`src/rtl/clkdiv_pkg.sv`:
```
// Shared constants and helpers for the multi-channel tick / square-wave divider.
package clkdiv_pkg;
  localparam int CNT_W_DEF   = 24;
  localparam int DEF_DIV_DEF = 12000000;
  localparam int MIN_DIV     = 2;

  // Channel-select width; a single channel still needs a one-bit select.
  function automatic int ch_width(input int n);
    return (n <= 1) ? 1 : $clog2(n);
  endfunction
endpackage

```
`src/rtl/clkdiv_multi_if.sv`:
```
// Control and output bundle of the divider block: run enables, sync, divisor write bus,
// and per-channel pend/tick/sq outputs.
interface clkdiv_multi_if
  import clkdiv_pkg::*;
#(
  parameter int NUM_CH = 4,
  parameter int CNT_W  = CNT_W_DEF
) ();
  localparam int CH_W = ch_width(NUM_CH);

  logic [NUM_CH-1:0] en;
  logic              sync;
  logic              wr_en;
  logic [CH_W-1:0]   wr_ch;
  logic [CNT_W-1:0]  wr_div;
  logic [NUM_CH-1:0] pend;
  logic [NUM_CH-1:0] tick;
  logic [NUM_CH-1:0] sq;

  modport master (output en, sync, wr_en, wr_ch, wr_div, input pend, tick, sq);
  modport slave  (input en, sync, wr_en, wr_ch, wr_div, output pend, tick, sq);
endinterface

```
`src/rtl/clkdiv_channel.sv`:
```
// One divider channel: shadowed period, free-running counter, registered tick and square wave.
// Outputs lag the counter by one cycle; writes are always accepted, applied at wrap, disable or sync.
module clkdiv_channel
  import clkdiv_pkg::*;
#(
  parameter int CNT_W   = CNT_W_DEF,
  parameter int DEF_DIV = DEF_DIV_DEF
) (
  input  logic             clk,
  input  logic             rst,
  input  logic             en,
  input  logic             sync,
  input  logic             wr,
  input  logic [CNT_W-1:0] wr_div,
  output logic             pend,
  output logic             tick,
  output logic             sq
);
  logic [CNT_W-1:0] cnt;
  logic [CNT_W-1:0] active;
  logic [CNT_W-1:0] shadow;
  logic [CNT_W-1:0] lim;
  logic [CNT_W-1:0] last;
  logic [CNT_W-1:0] sq_thr;
  logic             wrap;
  logic             apply;

  // Periods below two are kept as written but run as two so tick and sq stay well formed.
  assign lim    = (active < CNT_W'(MIN_DIV)) ? CNT_W'(MIN_DIV) : active;
  assign last   = lim - CNT_W'(1);
  assign sq_thr = lim - (lim >> 1);
  assign wrap   = (cnt == last);
  assign apply  = wrap || !en || sync;

  always_ff @(posedge clk or posedge rst) begin
    if (rst) begin
      cnt    <= '0;
      active <= CNT_W'(DEF_DIV);
      shadow <= CNT_W'(DEF_DIV);
      pend   <= 1'b0;
      tick   <= 1'b0;
      sq     <= 1'b0;
    end else begin
      if (sync || !en) begin
        cnt  <= '0;
        tick <= 1'b0;
        sq   <= 1'b0;
      end else begin
        cnt  <= wrap ? '0 : cnt + CNT_W'(1);
        tick <= wrap;
        sq   <= (cnt >= sq_thr);
      end

      if (apply) begin
        active <= shadow;
      end

      // A write landing on an apply point waits for the next one.
      if (wr) begin
        shadow <= wr_div;
        pend   <= 1'b1;
      end else if (apply) begin
        pend   <= 1'b0;
      end
    end
  end
endmodule

```
`src/rtl/clkdiv_multi.sv`:
```
// NUM_CH independent programmable tick/square-wave dividers sharing sync, reset and a write bus.
// One-cycle output latency; out-of-range channel writes are dropped, no backpressure.
module clkdiv_multi
  import clkdiv_pkg::*;
#(
  parameter int NUM_CH  = 4,
  parameter int CNT_W   = CNT_W_DEF,
  parameter int DEF_DIV = DEF_DIV_DEF
) (
  input  logic           BOARD_CLK,
  input  logic           BOARD_RST,
  clkdiv_multi_if.slave  bus
);
  localparam int CH_W = ch_width(NUM_CH);

  logic [NUM_CH-1:0] pend_v;
  logic [NUM_CH-1:0] tick_v;
  logic [NUM_CH-1:0] sq_v;

  for (genvar i = 0; i < NUM_CH; i++) begin : g_ch
    logic wr_sel;

    // wr_ch values at or above NUM_CH match no channel and are ignored.
    assign wr_sel = bus.wr_en && (bus.wr_ch == CH_W'(i));

    clkdiv_channel #(
      .CNT_W   (CNT_W),
      .DEF_DIV (DEF_DIV)
    ) u_ch (
      .clk    (BOARD_CLK),
      .rst    (BOARD_RST),
      .en     (bus.en[i]),
      .sync   (bus.sync),
      .wr     (wr_sel),
      .wr_div (bus.wr_div),
      .pend   (pend_v[i]),
      .tick   (tick_v[i]),
      .sq     (sq_v[i])
    );
  end

  assign bus.pend = pend_v;
  assign bus.tick = tick_v;
  assign bus.sq   = sq_v;
endmodule

```
`src/flat_wrapper.sv`:
```
// flat-port wrapper written by rule: the top's interface ports become plain ports
module clkdiv_multi_flat import clkdiv_pkg::*;
#(
  parameter int NUM_CH  = 4,
  parameter int CNT_W   = CNT_W_DEF,
  parameter int DEF_DIV = DEF_DIV_DEF
)
  (BOARD_CLK, BOARD_RST, bus_en, bus_sync, bus_wr_en, bus_wr_ch, bus_wr_div, bus_pend, bus_tick, bus_sq);
  clkdiv_multi_if #(.NUM_CH(NUM_CH), .CNT_W(CNT_W)) bus_i ();
  input  logic BOARD_CLK;
  input  logic BOARD_RST;
  input wire logic [$bits(bus_i.en)-1:0] bus_en;
  input wire logic [$bits(bus_i.sync)-1:0] bus_sync;
  input wire logic [$bits(bus_i.wr_en)-1:0] bus_wr_en;
  input wire logic [$bits(bus_i.wr_ch)-1:0] bus_wr_ch;
  input wire logic [$bits(bus_i.wr_div)-1:0] bus_wr_div;
  output wire logic [$bits(bus_i.pend)-1:0] bus_pend;
  output wire logic [$bits(bus_i.tick)-1:0] bus_tick;
  output wire logic [$bits(bus_i.sq)-1:0] bus_sq;
  assign bus_i.en = bus_en;
  assign bus_i.sync = bus_sync;
  assign bus_i.wr_en = bus_wr_en;
  assign bus_i.wr_ch = bus_wr_ch;
  assign bus_i.wr_div = bus_wr_div;
  assign bus_pend = bus_i.pend;
  assign bus_tick = bus_i.tick;
  assign bus_sq = bus_i.sq;
  clkdiv_multi #(.NUM_CH(NUM_CH), .CNT_W(CNT_W), .DEF_DIV(DEF_DIV)) u_core (.BOARD_CLK(BOARD_CLK), .BOARD_RST(BOARD_RST), .bus(bus_i));
endmodule
```
`config.mk`:
```
export PLATFORM = sky130hd
export DESIGN_NAME = clkdiv_multi_flat
export DESIGN_NICKNAME = d
export VERILOG_FILES = /design/src/rtl/clkdiv_pkg.sv /design/src/rtl/clkdiv_multi_if.sv /design/src/rtl/clkdiv_channel.sv /design/src/rtl/clkdiv_multi.sv /design/src/flat_wrapper.sv
export SDC_FILE = /design/constraint.sdc
export NUM_CORES = 1
export LEC_CHECK = 0
export BUFFER_PORTS_ARGS = -buffer_cell sky130_fd_sc_hd__buf_4
export CAP_MARGIN = 20
export CORE_ASPECT_RATIO = 1.25
export CORE_MARGIN = 4
export CORE_UTILIZATION = 50
export DETAILED_ROUTE_END_ITERATION = 7
export GPL_TIMING_DRIVEN = 0
export PLACE_DENSITY = 0.73
export RECOVER_POWER = 25
export SLEW_MARGIN = 15
export SYNTH_ARGS = -nofsm -noshare
export SYNTH_HDL_FRONTEND = slang
export SYNTH_SLANG_ARGS = --single-unit
```
`constraint.sdc`:
```
create_clock -name BOARD_CLK -period 18.7 [get_ports BOARD_CLK]
set_input_delay 3.74 -clock BOARD_CLK [delete_from_list [all_inputs] [get_ports BOARD_CLK]]
set_output_delay 3.74 -clock BOARD_CLK [all_outputs]
set_load 0.01 [all_outputs]
```
==> run summary, run 1 <==
The number of antenna violations at the first check in global routing came to 0. The run finished, with violations left. The number of nets handed over by synthesis was 2722. The largest net degree at the start of global routing came out at 109. The detailed-routing iteration count for the pre-antenna-repair pass is 5. TritonCTS built the clock tree. The critical path's largest stage delay is 2.32 ns. The type of the setup path with the least slack is in -> async.

The mean post-synth cell area came out at 9.68 µm². Static timing analysis puts the maximum clock frequency at 158 MHz. The count of flip-flops with a built-in enable after synthesis came out at 0. The total CTS buffers came out at 34. The most used flip-flop cell after synthesis is dfrtp_1. The first global-routing pass estimated 90600 µm of wire. The part of the cycle the worst path needs came out at 0.338.

The count of final max-slew check failures is 90. For this design the top-level I/O count stands at 46. The number of levels the H-tree was split into came out at 2. The average wire per cell in the routed design is 18.0 µm. The cell area after placement came out at 24200 µm².

The clock period minus final worst setup slack came out at 6.32 ns. Hold repair after CTS inserted 0 buffers. The finished cells cover 25500 µm².

The overall via count from detail_route came out at 17400. For this configuration, the core starts out at a cell density of 0.509. For the final routed database, the setup TNS stands at 0 ns. The count of distinct cell types in the synthesized netlist is 73.

The area enclosed by the die boundary is 49700 µm². The checks that failed: max-capacitance violations, max-slew violations. The global route total overflow came out at 0.

The slew at the pin closest to its max-slew limit came out at 4.14 ns. The number of global-route vias before repair is 17700. In this run the worst hold path is classified as reg -> reg.

The tool flagged a number of max-cap violations equal to 1. Power spread over the standard cell area amounts to 115 nW/µm². In the routed design, unresolved DRC markers number 0. Yosys printed 0 warnings. The minimum setup slack among reg-to-reg paths came out at 12.65 ns.

The worst pin sits at a relative slew slack of -1.78. The post-cts repair resize count is 0. The number of setup buffers added after CTS is 0.

Of all nets on the critical path, the largest fanout is 91. The count of port buffers added during placement is 45. The tree built by TritonCTS fans out to 300 sinks. The most common cell after layout, fill and taps aside is ha_1.

The final layout contains 2805 nets. The detailed router finished its first iteration with 948 violations. The weighted congestion reported at the end of routability-driven placement came out at 0.928.

The total count of hold-check failures in the final report is 0. The share of cells above drive strength 1 is 0.168. From left edge to right edge, the die measures 200 µm. The final-report setup violation count came out at 0. Data on the critical path arrives at its endpoint at 6.23 ns. The root buffer cell chosen for the clock tree is clkbuf_16.

In the layout the commonest cells are ha_1, dfrtp_1, xnor2_1, nor2_1, mux2_2. The synthesized instance count is 2388. The number of antenna cells inserted is 0. The total area inside the core boundary comes to 45400 µm². For this run, the register share of the synthesized area comes to 0.329.

The clock passes through at most 3 buffers. The floorplan die height is 248 µm. The standard-cell row count is 87. Walking the worst path, the cells encountered are clkbuf_4, clkinvlp_2. The remaining number of nets flagged by the antenna check after routing came out at 0. The post-synthesis instance area is 23100 µm². The clock transition time at the flip-flop clock pins of the worst setup and hold paths is 0.06 ns. The register bit count reported by yosys came out at 300. The master of the slowest instance on the critical path is clkinvlp_2. Setup repair after global routing left no endpoint under its margin. The final clock skew is 0.0124 ns. The family with the most delay on the worst path is buffers and inverters. The clock reaches the later pin of the worst-skew pair after 0.53 ns. For the worst setup path, the data required time is 18.61 ns. Relative to the synthesized area, the layout overhead comes to 10.2%. The kind of end point of the critical path is an async pin. STA classifies the critical path startpoint as a primary input. The aggregate global-route resource usage is 0.220. The total leakage power came out at 0.0116 µW.

The proportion of synthesized flip-flops having asynchronous set or reset is 1.00. Counting both buffers and inverters, the worst setup path holds a total of 2. The routed wire length is 55400 µm. Across the VDD grid, the largest voltage drop is 0.0000949 V.

The number of vias per cell after detailed routing is 5.65. The half-perimeter wire length after placement came out at 42800 µm.
## flip-flops by register name, summed over array words and instances (netlist names)
name,flops
u_core.g_ch.u_ch.active,96
u_core.g_ch.u_ch.cnt,96
u_core.g_ch.u_ch.shadow,96
u_core.g_ch.u_ch.pend,4
u_core.g_ch.u_ch.sq,4
u_core.g_ch.u_ch.tick,4
## through the flow
step / hold WS, ns / utilization / std cells / setup slack (ns) / power (µW)
after global routing: 0.506 / 0.561 / 3075 / 11.65 / 3150
after floorplan: 0.451 / - / 2388 / 6.80 / 1880
final: 0.487 / 0.561 / 3075 / 12.38 / 2930
after CTS: 0.490 / 0.561 / 3075 / 13.05 / 2940
after detailed placement: 0.486 / 0.534 / 3013 / 12.85 / 2180
after global placement: 0.467 / 0.532 / 3011 / 3.78 / 2130
## power by group
group	internal [µW]	total [µW]	switching, µW
sequential	764	876	111
clock	460	744	284
combinational	603	1310	710
total	1830	2930	1110
## final cells by class
class / count / area [µm²]
fill: 3818 / 19900
multi-input combinational: 1792 / 14300
sequential: 300 / 7610
clock buffer: 47 / 1040
tap: 578 / 723
inverter: 167 / 628
buffer: 129 / 576
timing repair buffer: 47 / 385
clock inverter: 15 / 218
## logic make-up after synthesis
| family | synth area share |
|---|---|
| simple gates | 0.142 |
| xor+xnor | 0.120 |
| flops | 0.329 |
| compound gates | 0.0935 |
| fa+ha+maj | 0.164 |
| buf+inv | 0.0520 |
| mux | 0.0992 |
## path summary, 6_finish.rpt
kind                                                     start                             end  cells after the start
worst max-delay path                                 BOARD_RST     u_core.g_ch[3].u_ch.cnt[18]                      2
worst min-delay path            u_core.g_ch[2].u_ch.shadow[19]  u_core.g_ch[2].u_ch.active[19]                      1
worst max register to register   u_core.g_ch[3].u_ch.active[2]          u_core.g_ch[3].u_ch.sq                     19
worst min register to register  u_core.g_ch[2].u_ch.shadow[19]  u_core.g_ch[2].u_ch.active[19]                      1
max in group BOARD_CLK           u_core.g_ch[3].u_ch.active[2]          u_core.g_ch[3].u_ch.sq                     19
min in group asynchronous                            BOARD_RST     u_core.g_ch[0].u_ch.cnt[10]                      2
## layer usage
| metal | share of wire | GRT usage |
|---|---|---|
| met1 | 0.43 | 0.272 |
| met4 | 0.033 | 0.0680 |
| met3 | 0.036 | 0.0258 |
| met2 | 0.50 | 0.406 |
| met5 | 0 | 0 |
## synthesized netlist by cell type, types with 56 or more instances
library cell	count	share of area
ha_1	296	0.16
dfrtp_1	220	0.24
xnor2_1	211	0.080
nor2_1	169	0.027
inv_1	167	0.027
mux2_2	167	0.081
nand2_1	106	0.017
xor2_1	105	0.040
clkbuf_1	102	0.017
a21oi_1	101	0.022
dfstp_2	80	0.091
nand3_1	61	0.013
o21ai_0	60	0.013
and2_1	56	0.015
No activity file was read; power rests on OpenSTA's default activity.
==> run 2, diff against run 1 <==
==> constraint.sdc (replaced) <==
create_clock -name BOARD_CLK -period 6.3 [get_ports BOARD_CLK]
set_input_delay 1.26 -clock BOARD_CLK [delete_from_list [all_inputs] [get_ports BOARD_CLK]]
set_output_delay 1.26 -clock BOARD_CLK [all_outputs]
set_load 0.01 [all_outputs]
==> run 2 against run 1 <==
Clock skew is 0.0060 ns higher. Routed wire length down 0.98%. Final cell count up 0.13%. Register-to-register slack worse by 12 ns. Final area down 0.53%. Non-clock buffer count up 8. Combinational power grew to 3.0 times the previous value. Die area stayed put. Clock-buffer cell count is 9 lower. The flow still finishes with violations (max-capacitance violations, max-slew violations). First-iteration DRC count shrank 2.6%. Total power increased to 2.8 times the previous value.
==> run summary, run 2 (synthesis results as in run 1) <==
The number of cells in the design after placement is 3020. The global route total overflow is 0. The depth of the worst register-to-register path came out at 20. The part of the cycle the worst path needs came out at 0.895.

The capture point of the worst reg-to-reg path is u_core.g_ch[1].u_ch.sq. The worst hold path belongs to the class reg -> reg. The count of final max-slew check failures is 69. Clock latency on the worst-skew pair, taken at its later pin, is 0.59 ns.

The final clock skew is 0.0184 ns. The aggregate global-route resource usage is 0.218. The overall via count from detail_route came out at 17300. The library cells used most frequently in the layout, excluding fill and tap cells, are ha_1, dfrtp_1, xnor2_1, nor2_1. The fraction of power consumed by the clock network is 0.222. The area growth from synthesis to layout is 9.61%. The worst setup timing slack at the placement stage came out at 0.755 ns. The critical path goes through nor4_1, nand4_1, o21ai_2, ha_1, fa_1, o21bai_1, a41oi_1, o21ai_0, o311ai_0, nand3_1, a31oi_1, nor2_1, nor2_1, o21bai_1, xnor2_1, ha_1, a2111oi_0, nand3_1, a21oi_1, o22ai_1.

The routed wire length came out at 54800 µm. The area enclosed by the die boundary is 49700 µm². The total I/O pin count is 46. The register cell area after layout came out at 7610 µm².

The count of port buffers added during placement came out at 45. The initialized floorplan defines 87 standard-cell rows. The end of the worst hold path is u_core.g_ch[0].u_ch.pend. The library cell used most frequently in the layout, excluding fill and tap cells, is ha_1.

Dividing the detail-routed wire length by the instance count gives 17.8 µm. Once the clock tree was built, the resizer swapped 0 gates to a different size. The total area of multi-input combinational cells is 14300 µm². The critical path crosses 20 cells after its start point. The half-perimeter wire length after placement is 43100 µm. The core outline area is 45400 µm². The clock sink count is 300. The remaining number of nets flagged by the antenna check after routing is 0. The maximum frequency from static timing analysis is 177 MHz. The floorplan die height came out at 248 µm.

The number of buffers between clock root and the deepest sink is 3. The cell sitting at the root of the clock tree is a clkbuf_16. The die boundary width came out at 200 µm. The largest voltage drop on the vdd net is 0.000254 V.

The wire length of the first global-routing pass came out at 90300 µm. The number of global-route vias before repair came out at 17900. The share of total power dissipated in sequential elements is 0.311. For this run, the detailed router's first-pass iteration total came to 5. The number of stages on the worst hold path is 1. Summed over all cells, the static leakage comes to 0.0115 µW. The cell family contributing the most delay on the critical path is compound AO/OA/AOI/OAI gates. The layout has 3875 filler cells. The number of antenna violations at the first check in global routing is 1. Excluding fillers, the count of instances in the completed layout stands at 3079. Routability-driven placement finished with a final weighted congestion of 0.943. In the final layout, the registers with the most flip-flops are u_core.g_ch.u_ch.active: 96 flops, u_core.g_ch.u_ch.cnt: 96 flops, u_core.g_ch.u_ch.shadow: 96 flops. The number of clock buffers added by TritonCTS is 31. STA classifies the critical path endpoint as a flip-flop.

The switching power came out at 3260 µW. The worst register-to-register path begins at u_core.g_ch[1].u_ch.active[22]. The critical path's largest stage delay is 0.72 ns. The final-report setup violation count is 0.

The checks that failed: max-capacitance violations, max-slew violations. The worst setup margin is 0.663 ns. The largest net degree at the start of global routing is 39. At the worst endpoint, the arrival time is 6.10 ns. The largest driver fanout on the critical path is 6. The run finished, with violations left.

The number of setup buffers added after CTS is 0. In this run the power density over the cells is 330 nW/µm². The initial DRC count came out at 923. The remaining routing DRC violations came out at 0. Setup repair after global routing left no endpoint under its margin.

The minimum setup slack among reg-to-reg paths is 0.66 ns. After layout, the minimum clock period comes to 5.64 ns. The reported max-cap violation count came out at 2. CTS built an H-tree with a depth of 1.

Of the total power, combinational logic draws 0.467. The share of cells above drive strength 1 came out at 0.170. The internal power contribution is 5090 µW.

The number of nets in the layout came out at 2810. After detailed routing, the number of vias per cell comes to 5.62. The CTS tree is built. The total count of hold-check failures in the final report is 0. The quantity of hold-fixing buffers added after cts came out at 0. The worst slew margin relative to its limit came out at -0.265. The count of buffering cells on the critical path with inverters included is 0. The type of the setup path with the least slack is reg -> reg. The data required time of the worst path is 6.77 ns. Of the total power, the share spent switching nets is 0.391. The initial utilization of the core area, before any placement, comes to 0.509. STA classifies the critical path startpoint as a flip-flop.

The launch instance of the worst min-delay path is u_core.g_ch[0].u_ch.pend. The clock transition time at the flip-flop clock pins of the worst setup and hold paths is 0.07 ns. Among all stages on the critical path, the largest delay is contributed by a2111oi_0. The post-layout total power is 8350 µW. The slew at the pin closest to its max-slew limit is 1.90 ns.
[run 2: changes by cell type in the layout (fill, tap and decap cells not counted), sizes merged]
cell      change
buf           +5
bufinv        -4
clkbuf        -6
clkinv        +2
clkinvlp      +2
diode         +1
inv           +4
[run 2: per-layer routing]
metal	global-route usage	share of wire	vias up
met3	0.0240	0.036	92
met2	0.403	0.50	333
met5	0	0	-
met1	0.270	0.43	8520
met4	0.0701	0.028	0
li1	-	-	8355
[run 2: how the worst max path moves through the flow]
stage	to	startpoint
floorplan	u_core.g_ch[0].u_ch.active[0]	BOARD_RST
global placement	u_core.g_ch[2].u_ch.cnt[13]	BOARD_RST
detailed placement	u_core.g_ch[1].u_ch.sq	u_core.g_ch[1].u_ch.active[22]
CTS	u_core.g_ch[1].u_ch.sq	u_core.g_ch[1].u_ch.active[22]
global route	u_core.g_ch[3].u_ch.sq	u_core.g_ch[3].u_ch.active[2]
finish	u_core.g_ch[1].u_ch.sq	u_core.g_ch[1].u_ch.active[22]
[run 2: through the flow]
| stage | setup TNS (ns) | util | hold WS (ns) | cell area, µm² |
|---|---|---|---|---|
| 4_1_cts | 0 | 0.559 | 0.490 | 25400 |
| 5_1_grt | 0 | 0.558 | 0.516 | 25300 |
| 2_1_floorplan | 0 | - | 0.451 | 23100 |
| 6_report | 0 | 0.558 | 0.489 | 25300 |
| 3_3_place_gp | -89.81 | 0.532 | 0.463 | 24200 |
| 3_5_place_dp | 0 | 0.537 | 0.475 | 24400 |
[run 2: cell type report]
type	instances	area share
Clock inverter	19	0.00618
Buffer	129	0.0227
Inverter	167	0.0248
Antenna cell	1	0.0000988
Sequential cell	300	0.300
Multi-Input combinational cell	1792	0.564
Tap cell	578	0.0286
Timing Repair Buffer	55	0.0187
Clock buffer	38	0.0341
[run 2: power by group through the flow]
stage	Sequential, µW	Combinational [µW]	Clock, µW
CTS	2590	3890	1900
global placement	2610	3690	0
finish	2590	3900	1850
detailed placement	2620	3850	0
floorplan	2480	3100	0
global route	2630	4390	1970
